File: src/rtl/sr_bank_arbiter.sv
`default_nettype none
// ============================================================================
// Module      : sr_bank_arbiter
// Description : Round-robin arbitrated bank of set/reset flags with exported
//               registered S/R strobes. Optional conflict counter enabled by
//               defining SRB_CONFLICT_CNT_EN.
// Revision    : 1.0 - initial release
// ============================================================================
module sr_bank_arbiter #(
    parameter int NREQ  = 4,
    parameter int NBITS = 6,
    parameter int IDXW  = 3
) (
    input  logic                 clk,
    input  logic                 rst,
    input  logic [NREQ-1:0]      req,
    input  logic [NREQ-1:0]      op,
    input  logic [NREQ*IDXW-1:0] idx,
    output logic [NREQ-1:0]      gnt,
    output logic [NBITS-1:0]     s_out,
    output logic [NBITS-1:0]     r_out,
    output logic [NBITS-1:0]     q,
    output logic [NBITS-1:0]     qb,
    output logic                 err
`ifdef SRB_CONFLICT_CNT_EN
    ,
    output logic [7:0]           conflict_cnt
`endif
);

    localparam int                c_ptr_w   = (NREQ > 1) ? $clog2(NREQ) : 1;
    localparam logic [NBITS-1:0]  c_bit_one = NBITS'(1);
    localparam logic [NREQ-1:0]   c_req_one = NREQ'(1);

    logic [c_ptr_w-1:0] r_ptr;
    logic [NREQ-1:0]    r_gnt;
    logic [NBITS-1:0]   r_s;
    logic [NBITS-1:0]   r_r;
    logic [NBITS-1:0]   r_q;
    logic               r_err;

    logic [NREQ-1:0]    w_elig;
    logic               w_found;
    logic [c_ptr_w-1:0] w_win;
    logic [c_ptr_w-1:0] w_cand;
    logic [IDXW-1:0]    w_idx;
    logic               w_op;
    logic               w_in_range;
    logic [NBITS-1:0]   w_bit_oh;

    // Last cycle's winner sits out one cycle so it cannot monopolise the bank.
    assign w_elig = req & ~r_gnt;

    always_comb begin
        w_found = 1'b0;
        w_win   = '0;
        w_cand  = '0;
        for (int k = 0; k < NREQ; k++) begin
            w_cand = c_ptr_w'((32'(r_ptr) + 32'(k)) % NREQ);
            if (!w_found && w_elig[w_cand]) begin
                w_found = 1'b1;
                w_win   = w_cand;
            end
        end
    end

    assign w_idx      = idx[32'(w_win)*IDXW +: IDXW];
    assign w_op       = op[w_win];
    assign w_in_range = (32'(w_idx) < NBITS);
    assign w_bit_oh   = c_bit_one << w_idx;

    always_ff @(posedge clk) begin
        if (rst) begin
            r_ptr <= '0;
            r_gnt <= '0;
            r_s   <= '0;
            r_r   <= '0;
            r_q   <= '0;
            r_err <= 1'b0;
        end else if (w_found) begin
            r_gnt <= c_req_one << w_win;
            r_ptr <= c_ptr_w'((32'(w_win) + 32'd1) % NREQ);
            if (w_in_range) begin
                r_err <= 1'b0;
                if (w_op) begin
                    r_q <= r_q & ~w_bit_oh;
                    r_r <= w_bit_oh;
                    r_s <= '0;
                end else begin
                    r_q <= r_q | w_bit_oh;
                    r_s <= w_bit_oh;
                    r_r <= '0;
                end
            end else begin
                // Out-of-range command is still consumed, only flagged.
                r_err <= 1'b1;
                r_s   <= '0;
                r_r   <= '0;
            end
        end else begin
            r_gnt <= '0;
            r_s   <= '0;
            r_r   <= '0;
            r_err <= 1'b0;
        end
    end

    assign gnt   = r_gnt;
    assign s_out = r_s;
    assign r_out = r_r;
    assign q     = r_q;
    assign qb    = ~r_q;
    assign err   = r_err;

`ifdef SRB_CONFLICT_CNT_EN
    logic [NBITS-1:0] w_set_tgt;
    logic [NBITS-1:0] w_clr_tgt;
    logic [IDXW-1:0]  w_ci;
    logic [7:0]       r_conflict_cnt;

    // A conflict is any in-range bit targeted by both a set and a clear.
    always_comb begin
        w_set_tgt = '0;
        w_clr_tgt = '0;
        w_ci      = '0;
        for (int i = 0; i < NREQ; i++) begin
            w_ci = idx[i*IDXW +: IDXW];
            if (w_elig[i] && (32'(w_ci) < NBITS)) begin
                if (op[i]) begin
                    w_clr_tgt = w_clr_tgt | (c_bit_one << w_ci);
                end else begin
                    w_set_tgt = w_set_tgt | (c_bit_one << w_ci);
                end
            end
        end
    end

    always_ff @(posedge clk) begin
        if (rst) begin
            r_conflict_cnt <= 8'd0;
        end else if ((|(w_set_tgt & w_clr_tgt)) && (r_conflict_cnt != 8'hFF)) begin
            r_conflict_cnt <= r_conflict_cnt + 8'd1;
        end
    end

    assign conflict_cnt = r_conflict_cnt;
`endif

endmodule
`default_nettype wire

File: config.mk
export PLATFORM = sky130hd
export DESIGN_NAME = sr_bank_arbiter
export DESIGN_NICKNAME = d
export VERILOG_FILES = /design/src/rtl/sr_bank_arbiter.sv
export SDC_FILE = /design/constraint.sdc
export NUM_CORES = 1
export LEC_CHECK = 0
export CAP_MARGIN = 20
export CORE_ASPECT_RATIO = 0.9
export CORE_UTILIZATION = 40
export CTS_BUF_LIST = sky130_fd_sc_hd__clkbuf_16
export DETAILED_ROUTE_END_ITERATION = 12
export PLACE_DENSITY_LB_ADDON = 0.1
export SLEW_MARGIN = 10
export SYNTH_ARGS = -nofsm -noshare
export SYNTH_HDL_FRONTEND = slang
export SYNTH_SLANG_ARGS = --single-unit
File: constraint.sdc
create_clock -name clk -period 3.46 [get_ports clk]
set_clock_uncertainty 0.2 [all_clocks]
set_input_delay 0.519 -clock clk [delete_from_list [all_inputs] [get_ports clk]]
set_output_delay 0.519 -clock clk [all_outputs]
set_load 0.01 [all_outputs]
### Word level (Yosys, flattened, before mapping)

Cells that the tools add are included.

* output and inout port bits: 29
* input bits: 22
* register bits: 25

* muxes and demuxes: 20
* shifts and indexed selects: 3
* multiply operators: 1
* $lt $le $gt $ge: 6
* reduce and logical (&&, ||, !) cells: 10
* bitwise gates (word level): 9
* add/sub/neg operators: 4

Operators with widths (number)
* $lt A2 B3 Y1 const B: 5
* $not A6 Y6: 2
* $shiftx A12 B5 Y3: 1
* $bmux W1 S2: 5
* $mux W1: 10
* $mux W2: 4
* $reduce_or A4 Y1: 2
* $and A6 B6 Y6: 1
* $mux W6: 1
* $or A6 B6 Y6: 1
* $shl A1 B3 Y6 const A: 1
* $add A2 B1 Y2 const B: 2
* $add A2 B2 Y2 const B: 2
* $and A4 B4 Y4: 1
* $mul A2 B2 Y4 const B: 1
* $not A4 Y4: 1
* $shl A1 B2 Y4 const A: 1
* $logic_and A1 B1 Y1: 3
* $logic_not A1 Y1: 3
* $lt A3 B3 Y1 const B: 1
* $not A1 Y1: 3
* $reduce_and A2 Y1: 1
* $reduce_or A2 Y1: 1

### Logic depth before layout (Yosys ltp)

* word-level depth: 20
* gate-level depth with buffers: 8
* gate-level depth less buffers: 7

### Worst setup path before layout

Ideal clock, no wire load.

* path kind: input to register
* start point: input port req[2]
* end point: register with a tool-made name
* arrival time: 2.317 ns
* library setup time: 0.120 ns
* buffers on the path: 0
* cell stages on the path: 6
* data required time: 3.140 ns
* slack: 0.823 ns
* path through: and2b_1 a22o_1 nor3_4 mux2_2 or4_1 o2bb2ai_1

RTL lines
* start: declaration: line 16 `input logic [NREQ-1:0] req,`

==> results.cfg <==
[synth]
synth.lib_cells_used.distinct = 32
synth_area_per_cell_sq_um = 9.46
syn-instance-count = 119
postSynthNetCount = 141
mapped_area_sq_um = 1130
netlist.area_leader.share_pct = 44.4
synth_seq_area_share_pct = 44.4
synth_area_leader_cell = dfxtp_1
largest_cells_by_area_after_synthesis = dfxtp_1, mux2i_1, nor2_1
synth.ff_latch_count = 25
yosys_warnings = 0

[final_layout]
fillCellCount = 221
drive_above_1_share_pct = 9.88
layout_commonest_cell = clkdlybuf4s50_1
commonest_non_fill_non_tap_cells_in_the_layout = clkdlybuf4s50_1, dfxtp_1, nor2_1, mux2i_1, nand2_1
multi_input_comb_area_sq_um = 588
flow.area_growth_from_synthesis_pct = 54.2
design.final.nets = 195
seq_area_sq_um = 500
num_antenna_cells = 0

[place]
gp_routability_congestion = 0.807
place_ws_ps = 67.6
place_hpwl_mm = 2.18
port_buffers = 50

[power]
clkPwrFrac_pct = 18.4
leakagePower_uw = 0.000629
swShare_pct = 37.7
vdd.ir_drop.worst_uv = 458
sequential_power_share_pct = 29.2
power.net_switching_uw = 523
pwr_density_cell_nw_per_um2 = 798
combinationalPowerShare_pct = 52.4
internal_power_uw = 863

[cts]
clock_sinks = 25
cts_max_level = 1
hold_buf_count_cts = 0
cts.path.max_buffers = 2
clk_pin_slew_ps = 60
tritoncts.num_buffers = 3
clkLatencyLatePin_ps = 260
post_cts_resize_count = 0
cts_root_buffer = clkbuf_16
tritoncts_clock_tree = yes
cts.repair_timing.setup_buffer_count = 0

[worst_setup_path]
worst_setup_path_end_kind = flip-flop
worstSetupStartpointType = input pin
crit_path_cell_trace = clkdlybuf4s50_1, nor2b_1, a311oi_2, nor2_2, mux2i_1, mux2_2, or4_1, o2bb2ai_1
crit_fanout = 9
cpPeakStageDelay_ps = 520
crit_family = simple AND/OR/NAND/NOR gates
reg2reg_slack_ps = 720
timing.rr.start = gnt[3]$_SDFF_PP0_
cp_data_required_time_ps = 3400
critPathSlowestCell = or4_1
cp.arrival_ps = 3090
worst-path-buf-inv = 1
timing_worst_setup_path_type = input pin to flip-flop
r2r_cells = 7

[outcome]
violated_checks = DRC
run_status = complete, but fails checks

[detailed_routing]
via_density_per_instance = 5.41
routed_antenna_nets = 0
drt_wl_cell_um = 14.1
totalWireLength_mm = 2.82
drt-pass1-iter-count = 8
first_iter_violations = 27
route.detailed.drc = 5
routed-via-count = 1081

[global_route]
global_route_wire_length_before_repair_mm = 4.65
grt_pass1_vias = 1033
grt_start_max_net_pins = 16
grt_overflow = 0
antenna_found_initial = 0
groute.usage.overall_pct = 20.4

[floorplanning]
coreArea_sq_um = 2550
start_util_pct = 44.1
die_w_um = 57.9
floorplan.die_area_sq_um = 3030
die-height_um = 52.3
ioPinCount = 51
rows = 17

[timing]
final-max-slew-violation-count = 0
grt_setup_unrepaired = no
crit_path_setup_slack_layout_ps = 311
timing.max_slew.rel_slack_pct = 45.6
timing.fmax_mhz = 318
final_hold_viol_count = 0
finalCritPeriodShare_pct = 91.0
worstMarginPinSlew_ps = 809
final.min_clock_period_ps = 3150
final.setup.tns_ps = 0
setup-violations-final = 0

[worst_hold_path]
hp-class = flip-flop to flip-flop
holdPathStages = 2

[job]
max_cap_violations = 0
[final cells by class]
cell class                 instances  area share, %
clock inverter                     1          0.432
tap                               28           2.02
multi-input combinational         86           33.9
timing repair buffer              51           29.3
inverter                           6           1.30
sequential                        25           28.8
clock buffer                       3           4.32
[logic make-up after synthesis]
kind of cell           count (synthesis)  synth area share, %
buffers and inverters                  8                 3.33
DFF                                   25                 44.4
and+or+nand+nor                       56                 28.1
AOI/OAI and AO/OA                     17                 12.2
muxes                                 13                 11.9
[metrics by stage]
stage | cell area [sq um] | utilization, % | total power (uW) | cells | hold WS [ps]
6_report | 1740 | 68.0 | 1390 | 200 | 312
5_1_grt | 1740 | 68.0 | 1470 | 200 | 345
4_1_cts | 1740 | 68.0 | 1390 | 200 | 318
3_5_place_dp | 1650 | 64.8 | 1130 | 196 | 306
3_3_place_gp | 1650 | 64.8 | 1110 | 196 | 290
2_1_floorplan | 1130 | - | 855 | 119 | 282
[metal layers]
metal	vias up	routed length (um)	track usage, %
met5	-	0	0
met2	45	1250	33.9
met1	493	1370	26.2
met3	4	182	5.19
met4	0	31	5.95
li1	539	-	-
[cell usage after synthesis]
| cell | count |
|---|---|
| a311oi_2 | 1 |
| nor2_2 | 1 |
| or4_1 | 2 |
| nor2b_1 | 4 |
| nor2_1 | 13 |
| mux2i_1 | 10 |
| and3b_2 | 1 |
| nor3_1 | 7 |
| buf_6 | 1 |
| a21boi_0 | 1 |
| o2bb2ai_1 | 2 |
| and2b_1 | 1 |
| nand3b_1 | 2 |
| nand3_1 | 4 |
| nand2b_1 | 1 |
| nor3_4 | 1 |
| a22o_1 | 1 |
| nor3b_1 | 3 |
| buf_1 | 1 |
| o21ba_2 | 1 |
| and3_2 | 2 |
| o32ai_1 | 4 |
| nand2_1 | 8 |
| a21oi_1 | 3 |
| mux2_2 | 3 |
| a311o_2 | 1 |
| nor4_1 | 5 |
| o21ai_0 | 2 |
| dfxtp_1 | 25 |
| inv_1 | 6 |
| o21bai_1 | 1 |
| nor4_2 | 1 |
[power by group through the flow]
stage | Sequential (uW) | Combinational, uW | Clock (uW)
after floorplan | 435 | 420 | 0
after global placement | 407 | 704 | 0
after detailed placement | 412 | 723 | 0
after CTS | 406 | 726 | 258
after global routing | 414 | 786 | 269
final | 405 | 727 | 255
[worst max path at each step]
stage	depth (start not counted)	to	from
finish	8	flip-flop	req[3]
global route	8	flip-flop	req[3]
floorplan	6	flip-flop	req[2]
detailed placement	8	flip-flop	req[3]
global placement	8	flip-flop	req[3]
CTS	8	flip-flop	req[3]
[worst register-to-register path, delay by kind of cell (launching register included)]
family	cells	cell delay, ps
flip-flops	1	330
AO/OA/AOI/OAI	2	260
AND/OR/NAND/NOR	3	1330
multiplexers	2	510
Power figures use the tool's default switching activity.
